--- config.mk ---
export PLATFORM = sky130hd
export DESIGN_NAME = fa_serial_sequencer
export DESIGN_NICKNAME = d
export VERILOG_FILES = /design/src/rtl/fa_serial_sequencer.sv
export SDC_FILE = /design/constraint.sdc
export NUM_CORES = 1
export LEC_CHECK = 0
export CAP_MARGIN = 20
export CORE_MARGIN = 3
export CORE_UTILIZATION = 45
export CTS_CLUSTER_SIZE = 30
export DETAILED_ROUTE_END_ITERATION = 6
export PLACE_DENSITY_LB_ADDON = 0.15
export SETUP_SLACK_MARGIN = 0.4
export SLEW_MARGIN = 30
export SYNTH_ARGS = -nofsm -noshare
export SYNTH_HDL_FRONTEND = slang
export SYNTH_SLANG_ARGS = --single-unit
--- constraint.sdc ---
create_clock -name clk -period 1.7 [get_ports clk]
set_clock_uncertainty 0.2 [all_clocks]
set_input_delay 0.34 -clock clk [delete_from_list [all_inputs] [get_ports clk]]
set_output_delay 0.34 -clock clk [all_outputs]
set_load 0.02 [all_outputs]
--- src/rtl/fa_serial_sequencer.sv ---
// fa_serial_sequencer: bit-serial add sequencer driving an external 1-bit full adder
// Ports: clk/rst (sync, active-high); start/a/b/cin load a new addition in IDLE;
// fa_i0/fa_i1/fa_ci drive the cell, fa_s/fa_co return from it;
// busy marks RUN, done pulses one cycle when sum/cout are final.
module fa_serial_sequencer #(
    parameter int WIDTH = 8
) (
    input  logic             clk,
    input  logic             rst,
    input  logic             start,
    input  logic [WIDTH-1:0] a,
    input  logic [WIDTH-1:0] b,
    input  logic             cin,
    output logic             fa_i0,
    output logic             fa_i1,
    output logic             fa_ci,
    input  logic             fa_s,
    input  logic             fa_co,
    output logic             busy,
    output logic             done,
    output logic [WIDTH-1:0] sum,
    output logic             cout
);
    localparam int CW = $clog2(WIDTH);
    typedef enum logic [1:0] {IDLE, RUN, DONE} state_t;
    state_t           state_q, state_d;
    logic [WIDTH-1:0] a_q, a_d, b_q, b_d, sum_q, sum_d;
    logic             carry_q, carry_d, cout_q, cout_d;
    logic [CW-1:0]    cnt_q, cnt_d;
    always_ff @(posedge clk) begin
        if (rst) begin
            state_q <= IDLE;
            a_q     <= '0;
            b_q     <= '0;
            sum_q   <= '0;
            carry_q <= 1'b0;
            cout_q  <= 1'b0;
            cnt_q   <= '0;
        end else begin
            state_q <= state_d;
            a_q     <= a_d;
            b_q     <= b_d;
            sum_q   <= sum_d;
            carry_q <= carry_d;
            cout_q  <= cout_d;
            cnt_q   <= cnt_d;
        end
    end
    always_comb begin
        state_d = state_q;
        a_d     = a_q;
        b_d     = b_q;
        sum_d   = sum_q;
        carry_d = carry_q;
        cout_d  = cout_q;
        cnt_d   = cnt_q;
        case (state_q)
            IDLE: if (start) begin
                state_d = RUN;
                a_d     = a;
                b_d     = b;
                carry_d = cin;
                cnt_d   = '0;
                sum_d   = '0;
                cout_d  = 1'b0;
            end
            RUN: begin
                // Sum bits enter at the MSB so the LSB-first stream ends right-aligned.
                sum_d   = {fa_s, sum_q[WIDTH-1:1]};
                carry_d = fa_co;
                a_d     = a_q >> 1;
                b_d     = b_q >> 1;
                cnt_d   = cnt_q + 1'b1;
                if (cnt_q == CW'(WIDTH - 1)) begin
                    cout_d  = fa_co;
                    state_d = DONE;
                end
            end
            DONE:    state_d = IDLE;
            default: state_d = IDLE;
        endcase
    end
    assign busy  = state_q == RUN;
    assign done  = state_q == DONE;
    assign fa_i0 = busy & a_q[0];
    assign fa_i1 = busy & b_q[0];
    assign fa_ci = busy & carry_q;
    assign sum   = sum_q;
    assign cout  = cout_q;
endmodule
==> impl_metrics.tcl, run 1 <==
set metrics [dict create \
    start_util 0.498 \
    cts.sinks 31 \
    cts_buffers 5 \
    dpl.hpwl_mm 2.04 \
    yosys-top-cells-area "dfxtp_1 48%, mux2i_1 12%, a211oi_1 9.2%, nor2_1 8.1%, a22oi_1 5.8%" \
    synthCells 134 \
    synth_area_leader_cell "dfxtp_1" \
    worstEndpointType "top-level output" \
    ys_ff_latch 31 \
    lastStage "global routing (5_1_grt)" \
    clock_path_buffers 2 \
    synthDistinctLibCells 23 \
    ys_seq_area_frac 0.477 \
    synth_top_area_share 0.477 \
    grt_max_degree 21 \
    syn_area_um2 1300 \
    cts_root_buf "clkbuf_4" \
    syn_area_per_cell_um2 9.71 \
    synth_nets 158 \
    h-tree-depth 2 \
    dieWidth_um 59.8 \
    worst_endpoint "fa_ci" \
    status "stopped before the end" \
    place.gp.congestion 0.749 \
    die_h_um 59.8 \
    holdBufCountCts 0 \
    antenna_found_initial 0 \
    top_level_ports 36 \
    error "[ERROR DPL-0033] detailed placement checks failed during check placement." \
    portBuffers 35 \
    yosysWarnings 0 \
    fp-row-count 18 \
]
==> Yosys cell counts <==
cell type,number
and3b_1,1
buf_6,1
a211oi_1,16
buf_12,1
inv_1,2
clkbuf_1,3
o21bai_1,1
a21oi_1,4
and2_1,3
mux2i_1,15
o21ba_2,1
buf_2,3
a22oi_1,10
o21ai_0,2
nand4_1,2
nor2b_1,2
nor2_1,28
buf_4,3
nand2_1,1
ha_1,2
nor3_1,1
dfxtp_1,31
a32oi_1,1
==> metrics by stage <==
step	instances	TNS (ns)	hold WS (ns)	setup slack, ns	instance area (µm²)
floorplan	134	0	0.244	0.255	1330
global placement	200	-0.836	0.260	-0.159	1750
detailed placement	200	-1.38	0.268	-0.191	1750
CTS	230	0	0.288	0.00598	2420
==> cell families after synthesis <==
group	synth area share
compound gates	0.193
simple gates	0.128
mux	0.115
buf+inv	0.0673
flops	0.477
fa+ha+maj	0.0192
==> repair_timing <==
item	in CTS
pin swaps	15
endpoints found under the setup margin	44
gates cloned	6
resized for setup	170
setup buffers	17
==> run 2: changes to the inputs <==
--- a/config.mk
+++ b/config.mk
@@ -7,11 +7,9 @@
 export LEC_CHECK = 0
 export CAP_MARGIN = 20
 export CORE_MARGIN = 3
-export CORE_UTILIZATION = 45
-export CTS_CLUSTER_SIZE = 30
+export CORE_UTILIZATION = 30
 export DETAILED_ROUTE_END_ITERATION = 6
 export PLACE_DENSITY_LB_ADDON = 0.15
-export SETUP_SLACK_MARGIN = 0.4
 export SLEW_MARGIN = 30
 export SYNTH_ARGS = -nofsm -noshare
 export SYNTH_HDL_FRONTEND = slang
==> run 2 against run 1 <==
Compared with the run above:
- the flow now finishes without violations
- synthesized cell count unchanged
- synthesized area unchanged
==> impl_metrics.tcl, run 2 <==
set metrics [dict create \
    start_util 0.318 \
    synth_edf_count 0 \
    slew_headroom 0.843 \
    clock_path_buffers 2 \
    synth_top_area_share 0.477 \
    die-area_um2 5160 \
    ys.flop_type "dfxtp_1" \
    drc 0 \
    design_area_um2 1870 \
    cts_tree "yes" \
    mostFrequentLayoutCell "dfxtp_1" \
    drv_cap 0 \
    synth.most_common_cell "dfxtp_1" \
    yosys-top-cells-area "dfxtp_1 48%, mux2i_1 12%, a211oi_1 9.2%, nor2_1 8.1%, a22oi_1 5.8%" \
    syn_area_per_cell_um2 9.71 \
    ys_seq_area_frac 0.477 \
    p_per_area_nw_per_um2 964 \
    antennaDiodeCount 0 \
    post-place-cells 220 \
    drtIter0Drc 42 \
    grt_pass1_vias 1119 \
    grt_first_pass_wirelength_mm 5.00 \
    grt-ovfl-total 0 \
    area_growth_syn_to_layout_pct 43.7 \
    crit_type "reg -> out" \
    p_total_uw 1800 \
    dpl.hpwl_mm 2.08 \
    dieWidth_um 71.9 \
    path_max_fanout 5 \
    fp-row-count 23 \
    wl_per_cell_um 13.0 \
    place.gp.congestion 0.704 \
    tightestPinTransition_ns 0.235 \
    fmax_mhz 615 \
    viasPerCell 4.81 \
    clkLatencyLatePin_ns 0.28 \
    fin_cells 230 \
    cp-start-kind "register" \
    placed_cell_area_um2 1750 \
    grt_usage 0.123 \
    synth_area_leader_cell "dfxtp_1" \
    layout-drive-gt1-share 0.167 \
    critPathCaptureType "output pin" \
    p_leak_uw 0.000794 \
    ir_drop_mv 0.481 \
    fin_nets 203 \
    final_cell_mix "30 x dfxtp_1, 28 x nor2_1, 21 x clkdlybuf4s50_1" \
    synthArstFlopShare 0 \
    dr.pass1.iters 4 \
    post-route-util 0.457 \
    clk_pin_slew_ns 0.06 \
    postRouteAntennaNets 0 \
    antenna_found_initial 0 \
    synthCells 134 \
    cts_buffers 5 \
    synth_common_cells "31 x dfxtp_1, 28 x nor2_1, 16 x a211oi_1, 15 x mux2i_1, 10 x a22oi_1" \
    worstPathRequired_ns 1.16 \
    min_period_over_period 0.956 \
    vias 1106 \
    die_h_um 71.9 \
    core-area_um2 4090 \
    cts.sinks 31 \
    rsz0062_at_grt "no" \
    syn_area_um2 1300 \
    maxSlewViolCount 0 \
    synthDistinctLibCells 23 \
    pre_cts_ws_ns -0.335 \
    hold_viol 0 \
    worst_slack_ns 0.0741 \
    yosysWarnings 0 \
    top_level_ports 36 \
    cts_root_buf "clkbuf_8" \
    ys_ff_latch 31 \
    fin_crit_ns 1.63 \
    cp.arrival_ns 1.09 \
    grt_max_degree 23 \
    status "finished, final reports clean" \
    portBuffers 35 \
    synth_nets 158 \
    setup-violations-final 0 \
    h-tree-depth 2 \
    hold_class "reg -> reg" \
    routed_wl_mm 2.99 \
]
[run 2: cell counts after synthesis]
Identical to the previous run, type by type.
[run 2: area by class of cell]
class                           count  area [µm²]
Multi-Input combinational cell     90         601
Inverter                            2        7.51
Fill cell                         401        2220
Clock buffer                        6        82.6
Timing Repair Buffer               49         459
Tap cell                           50        62.6
Sequential cell                    31         622
Clock inverter                      2        35.0
[run 2: report_power, final]
part / switching (µW) / internal [µW] / leakage, µW
logic: 123 / 145 / 0.000478
clock network: 268 / 474 / 0.0000612
registers: 22.1 / 770 / 0.000255
[run 2: critical path, stage by stage, from the launching register on]
cell and delay, ns:
dfxtp_2 0.33, nor2b_4 0.18, and2_1 0.14, buf_2 0.16
[run 2: path summary, 6_finish.rpt]
check | slack, ns | cells past startpoint | from | to
setup / recovery | 0.07 | 3 | state_q[0] | fa_ci
setup reg to reg | 0.14 | 5 | state_q[0] | cnt_q[0]
hold reg to reg | 0.29 | 2 | a_q[7] | a_q[7]
hold / removal | 0.29 | 2 | a_q[7] | a_q[7]
[run 2: repair_timing]
| item | 4_1_cts | 5_1_grt |
|---|---|---|
| endpoints found under the hold margin | 0 | 0 |
| pin swaps | 0 | 0 |
| hold buffers | 0 | 0 |
| endpoints found under the setup margin | 15 | 16 |
| resized for setup | 30 | 5 |
| setup buffers | 1 | 1 |
[run 2: metrics by stage]
step                hold WS [ns]  setup TNS (ns)
finish                     0.290               0
detailed placement         0.278           -1.90
CTS                        0.292               0
global placement           0.266           -1.28
floorplan                  0.244               0
global route               0.316               0
[run 2: cells by family (layout without fill, tap and decap cells)]
| family | count (synthesis) | count (layout) | synth area share |
|---|---|---|---|
| AO/OA/AOI/OAI | 35 | 35 | 0.193 |
| adder cells (fa/ha/maj) | 2 | 2 | 0.0192 |
| buffers and inverters | 13 | 59 | 0.0673 |
| flip-flops | 31 | 31 | 0.477 |
| multiplexers | 15 | 15 | 0.115 |
| AND/OR/NAND/NOR | 38 | 38 | 0.128 |
[run 2: routing by layer]
| metal | vias to the layer above | routed length [µm] | global-route usage |
|---|---|---|---|
| met5 | - | 0 | 0 |
| met4 | 0 | 30 | 0.0397 |
| met3 | 4 | 171 | 0.0449 |
| met2 | 23 | 1440 | 0.210 |
| met1 | 508 | 1350 | 0.141 |
| li1 | 571 | - | - |
Power figures use the tool's default switching activity.
